==> src/rtl/pipeline_stall_ctrl_pkg.sv <==
// Shared state encoding and register constants for the pipeline stall/flush sequencer.
package pipeline_stall_ctrl_pkg;

  typedef enum logic [1:0] {
    S_IDLE     = 2'd0,
    S_RUN      = 2'd1,
    S_MEM_WAIT = 2'd2,
    S_HALT     = 2'd3
  } state_e;

  localparam logic [4:0] REG_X0 = 5'd0;

endpackage

==> src/rtl/pipeline_stall_ctrl_hazard_match.sv <==
// Combinational source/destination comparator: flags when an enabled producer rd
// is read by the ID instruction. x0 never matches.
module pipeline_stall_ctrl_hazard_match
  import pipeline_stall_ctrl_pkg::*;
(
  input  logic       en,
  input  logic [4:0] rd,
  input  logic [4:0] rs1,
  input  logic [4:0] rs2,
  input  logic       use_rs1,
  input  logic       use_rs2,
  output logic       match
);

  logic hit_rs1;
  logic hit_rs2;

  assign hit_rs1 = use_rs1 && (rs1 != REG_X0) && (rs1 == rd);
  assign hit_rs2 = use_rs2 && (rs2 != REG_X0) && (rs2 == rd);
  assign match   = en && (hit_rs1 || hit_rs2);

endmodule

==> src/rtl/pipeline_stall_ctrl.sv <==
// Central stall/flush sequencer: prioritises memory holds, ID hazards and taken-branch
// flushes into pipeline-register controls, with saturating perf counters and a wait watchdog.
//
// state      | meaning
// S_IDLE     | waiting for start_i, pipeline frozen
// S_RUN      | normal issue, hazards and flushes resolved each cycle
// S_MEM_WAIT | data memory busy, counting consecutive busy cycles
// S_HALT     | watchdog expired, frozen until reset
module pipeline_stall_ctrl
  import pipeline_stall_ctrl_pkg::*;
#(
  parameter int CNT_W   = 32,
  parameter int TIMEOUT = 255,
  parameter int TO_W    = $clog2(TIMEOUT + 1)
) (
  input  logic             clk_i,
  input  logic             rst_i,
  input  logic             start_i,
  input  logic             idex_memread_i,
  input  logic             idex_regwrite_i,
  input  logic [4:0]       idex_rd_i,
  input  logic             exmem_memread_i,
  input  logic [4:0]       exmem_rd_i,
  input  logic [4:0]       id_rs1_i,
  input  logic [4:0]       id_rs2_i,
  input  logic             id_use_rs1_i,
  input  logic             id_use_rs2_i,
  input  logic             id_branch_i,
  input  logic             branch_taken_i,
  input  logic             dmem_busy_i,
  output logic             pc_write_o,
  output logic             ifid_write_o,
  output logic             ifid_flush_o,
  output logic             idex_bubble_o,
  output logic             pipe_hold_o,
  output logic             timeout_o,
  output logic [CNT_W-1:0] stall_cnt_o,
  output logic [CNT_W-1:0] flush_cnt_o
);

  localparam logic [TO_W-1:0] TIMEOUT_CNT = TO_W'(TIMEOUT);

  state_e          state;
  logic [TO_W-1:0] wait_cnt;
  logic [TO_W-1:0] wait_nxt;
  logic            hz_load_use;
  logic            hz_br_alu;
  logic            hz_br_load;
  logic            hz;
  logic            active;

  pipeline_stall_ctrl_hazard_match u_match_load_use (
    .en      (idex_memread_i),
    .rd      (idex_rd_i),
    .rs1     (id_rs1_i),
    .rs2     (id_rs2_i),
    .use_rs1 (id_use_rs1_i),
    .use_rs2 (id_use_rs2_i),
    .match   (hz_load_use)
  );

  pipeline_stall_ctrl_hazard_match u_match_br_alu (
    .en      (idex_regwrite_i && id_branch_i),
    .rd      (idex_rd_i),
    .rs1     (id_rs1_i),
    .rs2     (id_rs2_i),
    .use_rs1 (id_use_rs1_i),
    .use_rs2 (id_use_rs2_i),
    .match   (hz_br_alu)
  );

  pipeline_stall_ctrl_hazard_match u_match_br_load (
    .en      (exmem_memread_i && id_branch_i),
    .rd      (exmem_rd_i),
    .rs1     (id_rs1_i),
    .rs2     (id_rs2_i),
    .use_rs1 (id_use_rs1_i),
    .use_rs2 (id_use_rs2_i),
    .match   (hz_br_load)
  );

  assign hz     = hz_load_use || hz_br_alu || hz_br_load;
  assign active = (state == S_RUN) || (state == S_MEM_WAIT);

  // The busy cycle that leaves RUN counts as the first wait cycle.
  assign wait_nxt = (state == S_MEM_WAIT) ? wait_cnt + TO_W'(1) : TO_W'(1);

  always_comb begin
    pc_write_o    = 1'b0;
    ifid_write_o  = 1'b0;
    ifid_flush_o  = 1'b0;
    idex_bubble_o = 1'b0;
    pipe_hold_o   = 1'b1;
    if (active) begin
      pipe_hold_o = dmem_busy_i;
      if (!dmem_busy_i) begin
        if (hz) begin
          idex_bubble_o = 1'b1;
        end else begin
          pc_write_o   = 1'b1;
          ifid_write_o = 1'b1;
          ifid_flush_o = id_branch_i && branch_taken_i;
        end
      end
    end
  end

  always_ff @(posedge clk_i or negedge rst_i) begin
    if (!rst_i) begin
      state       <= S_IDLE;
      wait_cnt    <= '0;
      timeout_o   <= 1'b0;
      stall_cnt_o <= '0;
      flush_cnt_o <= '0;
    end else begin
      case (state)
        S_IDLE: begin
          if (start_i) state <= S_RUN;
        end
        S_RUN, S_MEM_WAIT: begin
          if (dmem_busy_i) begin
            wait_cnt <= wait_nxt;
            if (wait_nxt >= TIMEOUT_CNT) begin
              state     <= S_HALT;
              timeout_o <= 1'b1;
            end else begin
              state <= S_MEM_WAIT;
            end
          end else begin
            wait_cnt <= '0;
            state    <= S_RUN;
          end
        end
        S_HALT:  state <= S_HALT;
        default: state <= S_IDLE;
      endcase

      if (active && (dmem_busy_i || hz) && (stall_cnt_o != '1))
        stall_cnt_o <= stall_cnt_o + CNT_W'(1);
      if (ifid_flush_o && (flush_cnt_o != '1))
        flush_cnt_o <= flush_cnt_o + CNT_W'(1);
    end
  end

endmodule

==> config.mk <==
export PLATFORM = sky130hd
export DESIGN_NAME = pipeline_stall_ctrl
export DESIGN_NICKNAME = d
export VERILOG_FILES = /design/src/rtl/pipeline_stall_ctrl_pkg.sv /design/src/rtl/pipeline_stall_ctrl_hazard_match.sv /design/src/rtl/pipeline_stall_ctrl.sv
export SDC_FILE = /design/constraint.sdc
export NUM_CORES = 1
export LEC_CHECK = 0
export CORE_AREA = 5 5 133 122
export DETAILED_ROUTE_END_ITERATION = 10
export DIE_AREA = 0 0 138 127
export PLACE_DENSITY = 0.61
export SYNTH_ARGS = -nofsm -noshare
export SYNTH_HDL_FRONTEND = slang
export SYNTH_HIERARCHICAL = 1
export SYNTH_SLANG_ARGS = --single-unit
==> constraint.sdc <==
create_clock -name clk_i -period 2.3 [get_ports clk_i]
set_input_delay 0.345 -clock clk_i [delete_from_list [all_inputs] [get_ports clk_i]]
set_output_delay 0.345 -clock clk_i [all_outputs]
set_load 0.01 [all_outputs]
# Word-level counts from Yosys, hierarchy flattened
# Cells that the tools add are included.
# W data, S select, Z words.
dict set report op_classes {
  n_eq_ne 10
  n_lt_le_gt_ge 1
  reduce_logical 26
  addsub 3
  n_mux 16
}
# op n
set op_table {}
lappend op_table {{$add A32 B1 Y32 const B} 2}
lappend op_table {{$ne A32 B32 Y1 const B} 2}
lappend op_table {{$eq A5 B5 Y1} 4}
lappend op_table {{$mux W8} 2}
lappend op_table {{$logic_and A1 B1 Y1} 15}
lappend op_table {{$mux W1} 11}
lappend op_table {{$reduce_bool A5 Y1} 2}
lappend op_table {{$add A8 B1 Y8 const B} 1}
lappend op_table {{$ge A8 B8 Y1 const B} 1}
lappend op_table {{$logic_or A1 B1 Y1} 6}
lappend op_table {{$pmux W2 S3} 1}
lappend op_table {{$eq A2 B2 Y1 const B} 2}
lappend op_table {{$mux W2} 2}
lappend op_table {{$reduce_and A3 Y1} 1}
lappend op_table {{$eq A2 B1 Y1 const B} 1}
lappend op_table {{$logic_not A2 Y1} 1}
lappend op_table {{$ne A2 B2 Y1 const B} 1}
lappend op_table {{$reduce_or A2 Y1} 1}
dict set report word_totals {
  reg_bits 75
  elab_cells 61
  input_bits 31
  output_inout_bits 70
}

# Depth between registers and ports, before layout
dict set report depth {
  word_depth 11
  depth_mapped 10
  ltp_nobuf 10
}

# Hierarchy
# Netlist, hierarchy kept.
# mod instances area_each_um2 cells_per_inst
set modules_own_cells {}
lappend modules_own_cells {pipeline_stall_ctrl 1 3915.0 385}
lappend modules_own_cells {pipeline_stall_ctrl_hazard_match 3 136.4 19}

# Least setup slack after synthesis
# No wires, ideal clock.
dict set report synth_timing {
  path_kind {input-to-reg}
  from {in id_rs2_i[0]}
  to {reg flush_cnt_o[28]}
  arrival_ns 2.425
  setup_ns 0.127
  path_slack_ns -0.253
  cell_stages 9
  cell_sequence {nor4_1 -> o21ai_0 -> nand4_1 -> o22ai_1 -> or3_4 -> or3_4 -> nor3_4 -> and4_1 -> mux2_1}
}
dict set report synth_via {
  elab_chain_len 11
}
# item line
set synth_lines {}
lappend synth_lines {{start: declaration} pipeline_stall_ctrl.sv:25} ;# input logic [4:0] id_rs2_i,
lappend synth_lines {{$reduce_bool A5 Y1} pipeline_stall_ctrl_hazard_match.sv:19} ;# assign hit_rs2 = use_rs2 && (rs2 != REG_X0) && (rs2 == rd);
lappend synth_lines {{$logic_and A1 B1 Y1} pipeline_stall_ctrl_hazard_match.sv:19}
lappend synth_lines {{$logic_and A1 B1 Y1 (*)} pipeline_stall_ctrl_hazard_match.sv:19}
lappend synth_lines {{$logic_or A1 B1 Y1 (*)} pipeline_stall_ctrl_hazard_match.sv:20} ;# assign match = en && (hit_rs1 || hit_rs2);
lappend synth_lines {{$logic_and A1 B1 Y1 (*)} pipeline_stall_ctrl_hazard_match.sv:20}
lappend synth_lines {{named net hz_br_alu} pipeline_stall_ctrl.sv:47} ;# logic hz_br_alu;
lappend synth_lines {{$logic_or A1 B1 Y1 (*) (2 in a row)} pipeline_stall_ctrl.sv:82} ;# assign hz = hz_load_use || hz_br_alu || hz_br_load;
lappend synth_lines {{$mux W1 (*)} pipeline_stall_ctrl.sv:97} ;# if (hz) begin
lappend synth_lines {{$mux W1 (*)} pipeline_stall_ctrl.sv:96} ;# if (!dmem_busy_i) begin
lappend synth_lines {{$mux W1 (*)} pipeline_stall_ctrl.sv:94} ;# if (active) begin
lappend synth_lines {{$logic_and A1 B1 Y1 (*)} pipeline_stall_ctrl.sv:140} ;# if (ifid_flush_o && (flush_cnt_o != '1))
lappend synth_lines {{end signal: assignment} pipeline_stall_ctrl.sv:141} ;# flush_cnt_o <= flush_cnt_o + CNT_W'(1);
lappend synth_lines {{end: declaration} pipeline_stall_ctrl.sv:38} ;# output logic [CNT_W-1:0] flush_cnt_o
# Mark *: on every way through the listed nets, which the timed path passes. The rest lies on a longest branch.
# A chain may end at the register's enable or synchronous reset.

# Worst setup path after layout
dict set report layout_timing {
  from {in id_rs2_i[3]}
  to {reg flush_cnt_o[28]}
}
# item line
set layout_rtl {}
lappend layout_rtl {{$reduce_bool A5 Y1} pipeline_stall_ctrl_hazard_match.sv:19}
lappend layout_rtl {{$logic_and A1 B1 Y1} pipeline_stall_ctrl_hazard_match.sv:19}
lappend layout_rtl {{$logic_and A1 B1 Y1 (*)} pipeline_stall_ctrl_hazard_match.sv:19}
lappend layout_rtl {{$logic_or A1 B1 Y1 (*)} pipeline_stall_ctrl_hazard_match.sv:20}
lappend layout_rtl {{$logic_and A1 B1 Y1 (*)} pipeline_stall_ctrl_hazard_match.sv:20}
lappend layout_rtl {{named net hz_br_load} pipeline_stall_ctrl.sv:48} ;# logic hz_br_load;
lappend layout_rtl {{$logic_or A1 B1 Y1 (*)} pipeline_stall_ctrl.sv:82}
lappend layout_rtl {{$mux W1 (*)} pipeline_stall_ctrl.sv:97}
lappend layout_rtl {{$mux W1 (*)} pipeline_stall_ctrl.sv:96}
lappend layout_rtl {{$mux W1 (*)} pipeline_stall_ctrl.sv:94}
lappend layout_rtl {{$logic_and A1 B1 Y1 (*)} pipeline_stall_ctrl.sv:140}
# Marked as above.

==> impl_metrics.py <==
metrics = {
    "yosys": {
        "synth_compound_area_frac": 0.08594,
        "synth_simple_gate_area_share": 0.2665,
        "synth_top_area_frac": 0.4340,
        "ys_types": 51,
        "seq_area_frac_synth": 0.4340,
        "synth_area_leaders": "dfrtp_1 43%, xnor2_1 12%, nand3_1 4.5%",
        "syn-cell-area_um2": 4324,
        "synth-seq-cells": 75,
        "synth_top_family_by_area": "simple AND/OR/NAND/NOR gates",
        "synthMuxAreaShare": 0.01360,
        "ys.flop_type": "dfrtp_1",
        "async_flop_share": 1.000,
        "synth_edf_count": 0,
        "synthAdderAreaFrac": 0.02025,
        "synthCells": 442,
        "synth-xor-area-share": 0.1620,
        "yosysWarningCount": 6,
        "synth_top_cell_by_area": "dfrtp_1",
        "syn_area_per_cell_um2": 9.783,
        "synth.net_count": 480,
    },
    "min_path": {
        "hold_path.startpoint": "flush_cnt_o[12]$_DFFE_PN0P_",
        "min_delay_worst_endpoint": "flush_cnt_o[12]$_DFFE_PN0P_",
        "hold_depth": 1,
        "hp-class": "reg2reg",
    },
    "setup_path": {
        "regToRegEndpoint": "flush_cnt_o[28]$_DFFE_PN0P_",
        "rrSetupSlack_ns": 0.11,
        "cp-end-kind": "register",
        "crit-reg2reg-launch": "state[1]$_DFFE_PN0P_",
        "critPathMaxFanout": 5,
        "worst-setup-path-type": "in2reg",
        "cp.arrival_ns": 2.55,
        "required_ns": 2.51,
        "reg2regPathDepth": 8,
        "worstSetupStartpointType": "primary input",
    },
    "sta": {
        "finalCritPeriodShare": 1.017,
        "finalWorstPathRequiredPeriod_ns": 2.338,
        "fmax_ghz": 0.4277,
        "max_slew_margin": 0.5300,
        "hold_viol": 0,
        "fin_ws_ns": -0.03827,
        "skew_ns": 0.008502,
        "holdWs_ns": 0.4946,
        "rsz0062_at_grt": "true",
        "setup_viol": 2,
        "report.final.slew_viol_count": 0,
        "worstMarginPinSlew_ns": 0.6985,
    },
    "final_layout": {
        "antenna_cells": 0,
        "final_common_cell": "dfrtp_1",
        "drive_gt1_frac": 0.2336,
        "final_cell_area_um2": 6558,
        "final_util": 0.4489,
        "finalNonFillerCells": 806,
        "fillers": 1404,
        "layout_common_cells": "75 x dfrtp_1, 68 x clkdlybuf4s50_1, 51 x xnor2_1",
        "fin_nets": 642,
        "syn_to_final_growth_pct": 51.65,
    },
    "floorplanning": {
        "die_w_um": 138,
        "die_area_um2": 17530,
        "die_y_um": 127,
        "start_util": 0.2960,
        "num_rows": 42,
        "io-pin-count": 101,
        "coreArea_um2": 14610,
    },
    "cts": {
        "cts.sinks": 75,
        "insertion_delay_ns": 0.33,
        "cts_max_level": 3,
        "cts_tree": "done",
        "clk_transition_reported_paths_ns": 0.06,
        "cts_root_buf": "clkbuf_16",
        "cts_buffers": 9,
        "cts_buffer_depth": 2,
    },
    "pwr": {
        "vdd_drop_max_v": 0.0003785,
        "pwr_density_cell_nw_per_um2": 655.8,
        "leakage_nw": 2.755,
    },
    "placed_design": {
        "numPortBuffers": 100,
        "dpl-instance-area_um2": 5919,
        "dpl.cell_count": 783,
        "hpwl_um": 9171,
        "gp_congestion": 0.9113,
    },
    "route": {
        "finalWirelength_um": 12090,
        "drc_errors": 0,
        "drt-vias-per-instance": 4.871,
        "via_count": 3926,
        "wl_per_cell_um": 15.00,
        "drtIter0Drc": 263,
        "ant_nets": 0,
        "dr.pass1.iters": 4,
    },
    "global_route": {
        "grt.total_usage": 0.1377,
        "grt_first_pass_wirelength_um": 20060,
        "antenna_found_initial": 0,
        "grt_max_degree": 40,
        "grt_remaining_overflow": 0,
        "grt_pass1_vias": 3984,
    },
    "run": {
        "drv_cap": 0,
    },
    "outcome": {
        "violations": "setup timing",
        "status": "finished, violations left",
    },
}
-- state kept, by name (all words and copies together) (netlist names) --
name         count
flush_cnt_o     32
stall_cnt_o     32
wait_cnt         8
timeout_o        1
state            2
-- repair_timing --
item / in CTS / in global routing
hold buffers: 1 / 0
pin swaps: 33 / 27
hold endpoints to repair: 12 / 0
setup endpoints to repair: 68 / 55
buffers inserted: 6 / 2
gates resized for setup: 121 / 46
-- worst max-delay path, stage by stage --
cell	delay, ns
buf_8	0.11
nor4_2	0.26
o21ai_1	0.09
nand4_1	0.12
o22ai_2	0.10
or3_4	0.38
or3_4	0.37
buf_6	0.14
nor3_4	0.11
and4_1	0.23
mux2_4	0.29
-- synthesized netlist by cell type, types with 2 or more instances --
cell and n:
a21oi_1 6, a22o_1 3, a31oi_1 5, and2_1 4, and3_1 13, and4_1 5
clkbuf_1 2, dfrtp_1 75, ha_1 7, inv_1 14, mux2_1 2, nand2_1 39
nand2b_1 2, nand3_1 39, nand4_1 26, nand4b_1 4, nor2_1 29, nor2b_1 3
nor3_1 12, nor4_1 10, nor4_4 3, o2111ai_1 7, o21a_1 2, o21ai_0 16
o22ai_1 3, o31ai_1 3, or2_2 2, or3_1 3, or3_4 2, or4_4 2
xnor2_1 61, xor2_1 19
-- how the worst max path moves through the flow --
stage / start / cells after the start / slack (ns) / end
after floorplan: id_rs2_i[0] / 9 / -0.15 / flush_cnt_o[28]$_DFFE_PN0P_
after global placement: id_rs2_i[0] / 9 / -0.88 / ifid_flush_o
after detailed placement: id_rs2_i[0] / 9 / -0.93 / ifid_flush_o
after CTS: id_rs2_i[3] / 11 / -0.14 / flush_cnt_o[28]$_DFFE_PN0P_
after global routing: id_rs1_i[0] / 11 / -0.12 / flush_cnt_o[28]$_DFFE_PN0P_
final: id_rs2_i[3] / 11 / -0.04 / flush_cnt_o[28]$_DFFE_PN0P_
-- where the power goes --
group          switching (mW)  leakage [nW]  internal (mW)  total [mW]
clock                   0.528         0.154          0.969        1.50
sequential              0.149          1.02           1.44        1.59
combinational           0.592          1.58          0.624        1.22
total                    1.27          2.76           3.03        4.30
-- kinds of logic (layout without fill, tap and decap cells) --
group / after synthesis / in the layout
and+or+nand+nor: 204 / 204
xor gates and xnor gates: 80 / 80
DFF: 75 / 75
AOI/OAI and AO/OA: 53 / 53
buffers and inverters: 18 / 184
adders and majority gates: 7 / 7
muxes: 5 / 5
-- metrics by stage --
stage                TNS, ns  power [mW]  setup WS (ns)
finish              -0.04784       4.300       -0.03827
global route         -0.6330       4.546        -0.1165
CTS                  -0.4368       4.320        -0.1385
detailed placement    -44.92       2.772        -0.9309
global placement      -41.53       2.742        -0.8770
floorplan            -0.2294       2.140        -0.1462
-- cell type report --
class / instances / area (µm²) / area share
Tap cell: 198 / 247.7 / 0.03778
Sequential cell: 75 / 1877 / 0.2862
Clock buffer: 10 / 239.0 / 0.03644
Multi-Input combinational cell: 349 / 2649 / 0.4039
Inverter: 15 / 61.31 / 0.009349
Clock inverter: 5 / 77.57 / 0.01183
Timing Repair Buffer: 154 / 1406 / 0.2145
-- metal layers --
metal  routed length, µm  track usage  vias to the layer above
met4                 179      0.04358                        0
met3                 645      0.04260                       10
li1                    -            -                     1936
met1                5432       0.1758                     1890
met2                5829       0.2250                       90
met5                   0            0                        -
No activity file was read; power rests on OpenSTA's default activity.
